==> src/rtl/shift_add_multiplier_param_if.sv <==
// Operand/control/result bundle for the shift-add multiplier.
// The master side drives operands and requests; the slave side returns status and product.
interface shift_add_multiplier_param_if #(
  parameter int WIDTH = 8
);
  logic [WIDTH-1:0]   a;
  logic [WIDTH-1:0]   b;
  logic               load_a;
  logic               load_b;
  logic               sgn;
  logic               start;
  logic [2*WIDTH-1:0] p;
  logic               busy;
  logic               done;

  modport master (
    output a, b, load_a, load_b, sgn, start,
    input  p, busy, done
  );

  modport slave (
    input  a, b, load_a, load_b, sgn, start,
    output p, busy, done
  );
endinterface

==> src/rtl/shift_add_multiplier_param.sv <==
// Sequential shift-and-add multiplier, one partial product per clock, WIDTH cycles per product.
// Signed mode multiplies magnitudes and negates the result when the operand signs differ.
module shift_add_multiplier_param #(
  parameter int WIDTH = 8,
  parameter int CNT_W = 5
) (
  input  logic                       clk_10kHz,
  input  logic                       clrn,
  shift_add_multiplier_param_if.slave bus
);

  typedef enum logic [1:0] {IDLE, CALC, DONE} state_t;

  state_t               state_q, state_d;
  logic [WIDTH-1:0]     reg_a, reg_b;
  logic [WIDTH-1:0]     mag_a, mag_b;
  logic [2*WIDTH-1:0]   mcand_q, acc_q, acc_sum;
  logic [WIDTH-1:0]     mplier_q;
  logic [CNT_W-1:0]     cnt_q;
  logic                 start_d, sgn_q;
  logic                 start_edge, capture, accept, last;

  assign start_edge = bus.start & ~start_d;

  // -x in WIDTH bits maps -2**(WIDTH-1) onto itself, which read unsigned is the right magnitude
  assign mag_a   = (bus.sgn && reg_a[WIDTH-1]) ? -reg_a : reg_a;
  assign mag_b   = (bus.sgn && reg_b[WIDTH-1]) ? -reg_b : reg_b;
  assign acc_sum = acc_q + (mplier_q[0] ? mcand_q : '0);

  assign bus.busy = (state_q == CALC);
  assign bus.done = (state_q == DONE);

  always_ff @(posedge clk_10kHz or negedge clrn) begin
    if (!clrn) state_q <= IDLE;
    else       state_q <= state_d;
  end

  always_comb begin
    state_d = state_q;
    capture = 1'b0;
    accept  = 1'b0;
    last    = 1'b0;
    case (state_q)
      IDLE, DONE: begin
        // a load wins over a coincident start; that start is dropped, not queued
        if (bus.load_a || bus.load_b) begin
          capture = 1'b1;
          state_d = IDLE;
        end else if (start_edge) begin
          accept  = 1'b1;
          state_d = CALC;
        end
      end
      CALC: begin
        if (cnt_q == CNT_W'(WIDTH - 1)) begin
          last    = 1'b1;
          state_d = DONE;
        end
      end
      default: state_d = IDLE;
    endcase
  end

  always_ff @(posedge clk_10kHz or negedge clrn) begin
    if (!clrn) begin
      start_d  <= 1'b0;
      sgn_q    <= 1'b0;
      reg_a    <= '0;
      reg_b    <= '0;
      mcand_q  <= '0;
      mplier_q <= '0;
      acc_q    <= '0;
      cnt_q    <= '0;
      bus.p    <= '0;
    end else begin
      start_d <= bus.start;
      if (capture) begin
        if (bus.load_a) reg_a <= bus.a;
        if (bus.load_b) reg_b <= bus.b;
      end
      if (accept) begin
        sgn_q    <= bus.sgn;
        mcand_q  <= {{WIDTH{1'b0}}, mag_a};
        mplier_q <= mag_b;
        acc_q    <= '0;
        cnt_q    <= '0;
      end else if (state_q == CALC) begin
        acc_q    <= acc_sum;
        mcand_q  <= mcand_q << 1;
        mplier_q <= mplier_q >> 1;
        cnt_q    <= cnt_q + CNT_W'(1);
        // operand registers are frozen during CALC, so their sign bits are still valid here
        if (last) begin
          bus.p <= (sgn_q && (reg_a[WIDTH-1] ^ reg_b[WIDTH-1])) ? -acc_sum : acc_sum;
        end
      end
    end
  end

endmodule

==> src/flat_wrapper.sv <==
// flat-port wrapper written by rule: the top's interface ports become plain ports
module shift_add_multiplier_param_flat 
#(
  parameter int WIDTH = 8,
  parameter int CNT_W = 5
)
  (clk_10kHz, clrn, bus_a, bus_b, bus_load_a, bus_load_b, bus_sgn, bus_start, bus_p, bus_busy, bus_done);
  shift_add_multiplier_param_if #(.WIDTH(WIDTH)) bus_i ();
  input  logic clk_10kHz;
  input  logic clrn;
  input wire logic [$bits(bus_i.a)-1:0] bus_a;
  input wire logic [$bits(bus_i.b)-1:0] bus_b;
  input wire logic [$bits(bus_i.load_a)-1:0] bus_load_a;
  input wire logic [$bits(bus_i.load_b)-1:0] bus_load_b;
  input wire logic [$bits(bus_i.sgn)-1:0] bus_sgn;
  input wire logic [$bits(bus_i.start)-1:0] bus_start;
  output wire logic [$bits(bus_i.p)-1:0] bus_p;
  output wire logic [$bits(bus_i.busy)-1:0] bus_busy;
  output wire logic [$bits(bus_i.done)-1:0] bus_done;
  assign bus_i.a = bus_a;
  assign bus_i.b = bus_b;
  assign bus_i.load_a = bus_load_a;
  assign bus_i.load_b = bus_load_b;
  assign bus_i.sgn = bus_sgn;
  assign bus_i.start = bus_start;
  assign bus_p = bus_i.p;
  assign bus_busy = bus_i.busy;
  assign bus_done = bus_i.done;
  shift_add_multiplier_param #(.WIDTH(WIDTH), .CNT_W(CNT_W)) u_core (.clk_10kHz(clk_10kHz), .clrn(clrn), .bus(bus_i));
endmodule
==> config.mk <==
export PLATFORM = sky130hd
export DESIGN_NAME = shift_add_multiplier_param_flat
export DESIGN_NICKNAME = d
export VERILOG_FILES = /design/src/rtl/shift_add_multiplier_param_if.sv /design/src/rtl/shift_add_multiplier_param.sv /design/src/flat_wrapper.sv
export SDC_FILE = /design/constraint.sdc
export NUM_CORES = 1
export LEC_CHECK = 0
export CAP_MARGIN = 20
export CORE_ASPECT_RATIO = 1.1
export CORE_MARGIN = 2
export CORE_UTILIZATION = 55
export DETAILED_ROUTE_END_ITERATION = 7
export PLACE_DENSITY = 0.76
export SLEW_MARGIN = 40
export SYNTH_ARGS = -nofsm -noshare
export SYNTH_HDL_FRONTEND = slang
export SYNTH_SLANG_ARGS = --single-unit
==> constraint.sdc <==
create_clock -name clk_10kHz -period 3.89 [get_ports clk_10kHz]
set_input_delay 0.5835 -clock clk_10kHz [delete_from_list [all_inputs] [get_ports clk_10kHz]]
set_output_delay 0.5835 -clock clk_10kHz [all_outputs]
set_load 0.005 [all_outputs]
Yosys cells after proc, flatten, opt, wreduce, memory -nomap -nowiden
Index checks and enable logic that the tools add are counted.
{ "word_totals": {"reg_bits": 81, "word_cells": 58} }
{ "classes": {"n_addsub": 5, "bitwise_logic": 4, "n_mux": 23, "eq_ne": 5, "n_reduce_logical": 11} }
{ "op_table": {"columns": ["operator", "count"], "rows": [
  ["$mux 16", 6],
  ["$mux 8", 4],
  ["$add 16x16->16", 1],
  ["$neg 16->16", 1],
  ["$neg 8->8", 2],
  ["$mux 5", 2],
  ["$mux 1", 7],
  ["$mux 2", 3],
  ["$reduce_and 2->1", 3],
  ["$add 5x1->5 const B", 1],
  ["$eq 5x3->1 const B", 1],
  ["$pmux 2 s2", 1],
  ["$logic_and 1x1->1", 3],
  ["$ne 3x1->1 const B", 1],
  ["$reduce_and 3->1", 1],
  ["$eq 2x1->1 const B", 1],
  ["$eq 2x2->1 const B", 1],
  ["$logic_not 2->1", 1],
  ["$ne 2x1->1 const B", 1],
  ["$not 1->1", 2],
  ["$reduce_bool 2->1", 1],
  ["$reduce_or 2->1", 1],
  ["$and 1x1->1", 1],
  ["$logic_or 1x1->1", 1],
  ["$xor 1x1->1", 1]
]} }

Longest topological paths before layout
{ "depth": {"word_depth": 7, "ltp_mapped": 12} }

Worst setup path before layout
No wires, ideal clock.
{ "synth_path": {"path_kind": "register to register", "startpoint": "reg u_core.mplier_q[0]", "endpoint": "reg u_core.bus.p[14]", "t_required_ps": 3764, "path_stages_with_launch": 12, "period_less_slack_ps": 2894, "t_arrival_ps": 2768, "setup_time_ps": 126, "setup_slack_ps": 996, "path_buffers": 0, "cell_sequence": "dfrtp_1 and2_1 ha_1 fa_1 a21o_1 a221oi_4 o21ai_2 xnor2_4 nand4b_4 nor4_2 mux2i_1 nand2_1"} }
{ "synth_between": {"elab_chain_len": 4} }
{ "synth_rtl": {"columns": ["element", "line", "rtl"], "rows": [
  ["from (decl)", "shift_add_multiplier_param.sv:18", "logic [WIDTH-1:0] mplier_q;"],
  ["from (signal assigned)", "shift_add_multiplier_param.sv:84", "mplier_q <= mag_b;"],
  ["from (signal assigned)", "shift_add_multiplier_param.sv:90", "mplier_q <= mplier_q >> 1;"],
  ["$mux 16 (*)", "shift_add_multiplier_param.sv:28", "assign acc_sum = acc_q + (mplier_q[0] ? mcand_q : '0);"],
  ["$add 16x16->16 (*)", "shift_add_multiplier_param.sv:28", null],
  ["$neg 16->16", "shift_add_multiplier_param.sv:94", "bus.p <= (sgn_q && (reg_a[WIDTH-1] ^ reg_b[WIDTH-1])) ? -acc_sum : acc_sum;"],
  ["$mux 16 (*)", "shift_add_multiplier_param.sv:94", null],
  ["to (signal assigned)", "shift_add_multiplier_param.sv:94", null],
  ["to (decl)", "shift_add_multiplier_param_if.sv:23", "output p, busy, done"]
]} }
Every way passes the cells marked *; elsewhere a longest branch is shown, timed or not.
A chain may end at the register's enable or synchronous reset.

Worst setup path in the final report
Ends and elaborated chain as after synthesis.

==> impl_metrics.yaml <==
outcome:
  status: "finished, final reports clean"
setup_path:
  worstSetupEndpoint: "u_core.bus.p[14]"
  crit_path_start_kind: "register"
  reg2regPathDepth: 11
  ff2ff_setup_slack_ps: 630
  r2r-end: "u_core.bus.p[14]"
  required_ps: 4140
  cp.arrival_ps: 3510
  critPathCaptureType: "register"
  path_class: "reg2reg"
  worstPathMaxFanout: 17
  crit_start: "u_core.mplier_q[0]"
  rr_startpoint: "u_core.mplier_q[0]"
sta:
  clock.fmax_mhz: 307
  finalMaxSlewViolations: 0
  period_needed_ps: 3260
  rsz0062_at_grt: "no"
  period_share_pct: 83.7
  whs_ps: 252
  setup_viol: 0
  finalSetupTns_ps: 0
  skew_ps: 16.3
  hold_viol: 0
  slew_headroom_pct: 52.8
  tightest_slew_ps: 708
placed_design:
  place_hpwl_um: 6590
  gp_congestion: 0.873
  io_buffer_count: 39
  place_inst: 640
synthesis:
  synth_edf_count: 0
  yosysWarnings: 0
  yosysMostFrequentCell: "dfrtp_1"
  synthesis.nets: 549
  syn_area_um2: 4710
  synthArstFlopShare_pct: 100
  synth_area_per_cell_um2: 9.28
  synth_top_area_cell: "dfrtp_1"
  synth_top_area_share_pct: 43.1
  synth_commonest_cells: "dfrtp_1 (81), nand2_1 (74), o21ai_0 (52), nand3_1 (27), nor2_1 (25)"
  synth_area_leaders: "dfrtp_1 (43%), nand2_1 (5.9%), o21ai_0 (5.5%), ha_1 (5.1%), xnor2_1 (3.9%)"
  ys_seq_elements: 81
  synth_cell_types: 61
  synth-main-ff-cell: "dfrtp_1"
  netlist_instances: 507
  seq_area_frac_synth_pct: 43.1
cells_and_area:
  antenna_cells: 0
  seq_area_um2: 2030
  num-fill-cells: 717
  multi_input_area_um2: 2550
  fin_util_pct: 64.8
  nets: 582
  syn_to_final_growth_pct: 15.1
  drive_above_1_share_pct: 10.1
  final_cells: 656
worst_hold_path:
  hold_path_class: "in2async"
floorplanning:
  die_h_um: 101
  die_w_um: 92.2
  initial_utilization_pct: 56.3
  die-area_um2: 9320
  rows: 35
  ioPinCount: 40
  core_region_area_um2: 8360
detailed_routing:
  vias_per_cell: 5.59
  firstDrtPassIters: 4
  postRouteAntennaNets: 0
  vias: 3669
  drt-initial-drc-count: 129
  routedWlPerCell_um: 13.9
  wl_um: 9130
  post-route-drc-count: 0
clock_tree:
  cts_root_buf: "clkbuf_8"
  tritoncts: "yes"
  postCtsSetupBuffers: 0
  clk_pin_slew_ps: 90
  cts_made_buffers: 9
  cts_hold_buf: 0
  clock_sinks: 81
  htreeDepth: 3
  max-clock-path-buffers: 2
  insertion_delay_ps: 360
  cts_resized: 0
power:
  peakVddDrop_mv: 0.364
  p_leak_nw: 2.35
  power_w: 0.00363
  power_density_nw_per_um2: 670
global_route:
  gr-total-overflow: 0
  antenna_found_initial: 0
  grt_max_degree: 82
  grt_first_pass_wirelength_um: 15800
  grt_pass1_vias: 3501
  gr-usage-all-layers_pct: 21.2
job:
  max_cap_violations: 0
==> state kept, by name, summed over array words and instances, names as in the netlist, 2 cells and up <==
register         count
u_core.mplier_q      8
u_core.state_q       2
u_core.reg_a         8
u_core.bus.p        16
u_core.reg_b         8
u_core.mcand_q      16
u_core.cnt_q         5
u_core.acc_q        16
==> cells in the final DEF, fill, tap and decap left out, types with 3 or more instances in the layout <==
cell	count
clkbuf_8	10
buf_4	7
inv_1	11
nor2_1	24
o21a_1	3
nand2_1	74
o21ai_0	52
nand2b_1	3
xnor2_1	21
ha_1	19
clkdlybuf4s50_1	38
nor2b_1	6
nand4_1	4
nor3_1	9
a21oi_1	23
mux2_2	11
o31ai_1	3
a22o_1	3
xor2_1	14
a31oi_1	3
o21ai_1	10
a21o_1	5
nand3b_1	3
a22oi_1	13
and2_1	18
dfrtp_1	81
nand3_1	27
==> logic make-up after synthesis <==
kind of cell    count (synthesis)  share of synthesized area (%)
compound gates                135                           18.6
xor+xnor                       38                           7.79
fa+ha+maj                      20                           5.48
buf+inv                        36                           2.90
flops                          81                           43.1
mux                            13                           3.06
simple gates                  184                           19.1
==> critical path: stages, from the launching register on <==
cell      delay, ps
dfrtp_1         520
and2_1          200
ha_1            200
fa_1            410
a21o_1          210
a221oi_4        380
o21ai_2         160
xnor2_4         230
nand4b_4        150
nor4_2          380
mux2i_1         240
nand2_1          60
==> area by class of cell <==
type                            count  share of cell area, %
Sequential cell                    81                   37.4
Timing Repair Buffer               46                   8.20
Tap cell                          111                   2.56
Clock inverter                      6                   1.34
Multi-Input combinational cell    390                   47.1
Clock buffer                       10                   2.54
Inverter                           12                  0.831
==> stage by stage <==
step	area (um^2)	setup WS [ps]
after floorplan	4710	996
after global placement	5200	694
after global routing	5420	398
after detailed placement	5210	603
final	5420	634
after CTS	5420	590
==> power by group <==
group	internal (W)	switching [W]
logic	0.000712	0.000877
registers	0.00114	0.000253
clock network	0.000321	0.000322
==> worst min-delay path by stage <==
stage	start	end	slack (ps)	depth (start not counted)
after CTS	clrn	u_core.mcand_q[1]	280	1
after global routing	clrn	u_core.bus.p[14]	300	1
final	clrn	u_core.acc_q[12]	250	1
after global placement	u_core.bus.p[7]	u_core.bus.p[7]	460	2
after floorplan	clrn	u_core.acc_q[0]	290	0
after detailed placement	u_core.bus.p[6]	u_core.bus.p[6]	470	2
==> metal layers <==
layer | wire [um] | GRT usage, %
met3 | 233 | 2.99
met4 | 163 | 9.30
met1 | 4320 | 27.4
met2 | 4410 | 35.7
met5 | 0 | 0
(Power assumes the default switching activity.)
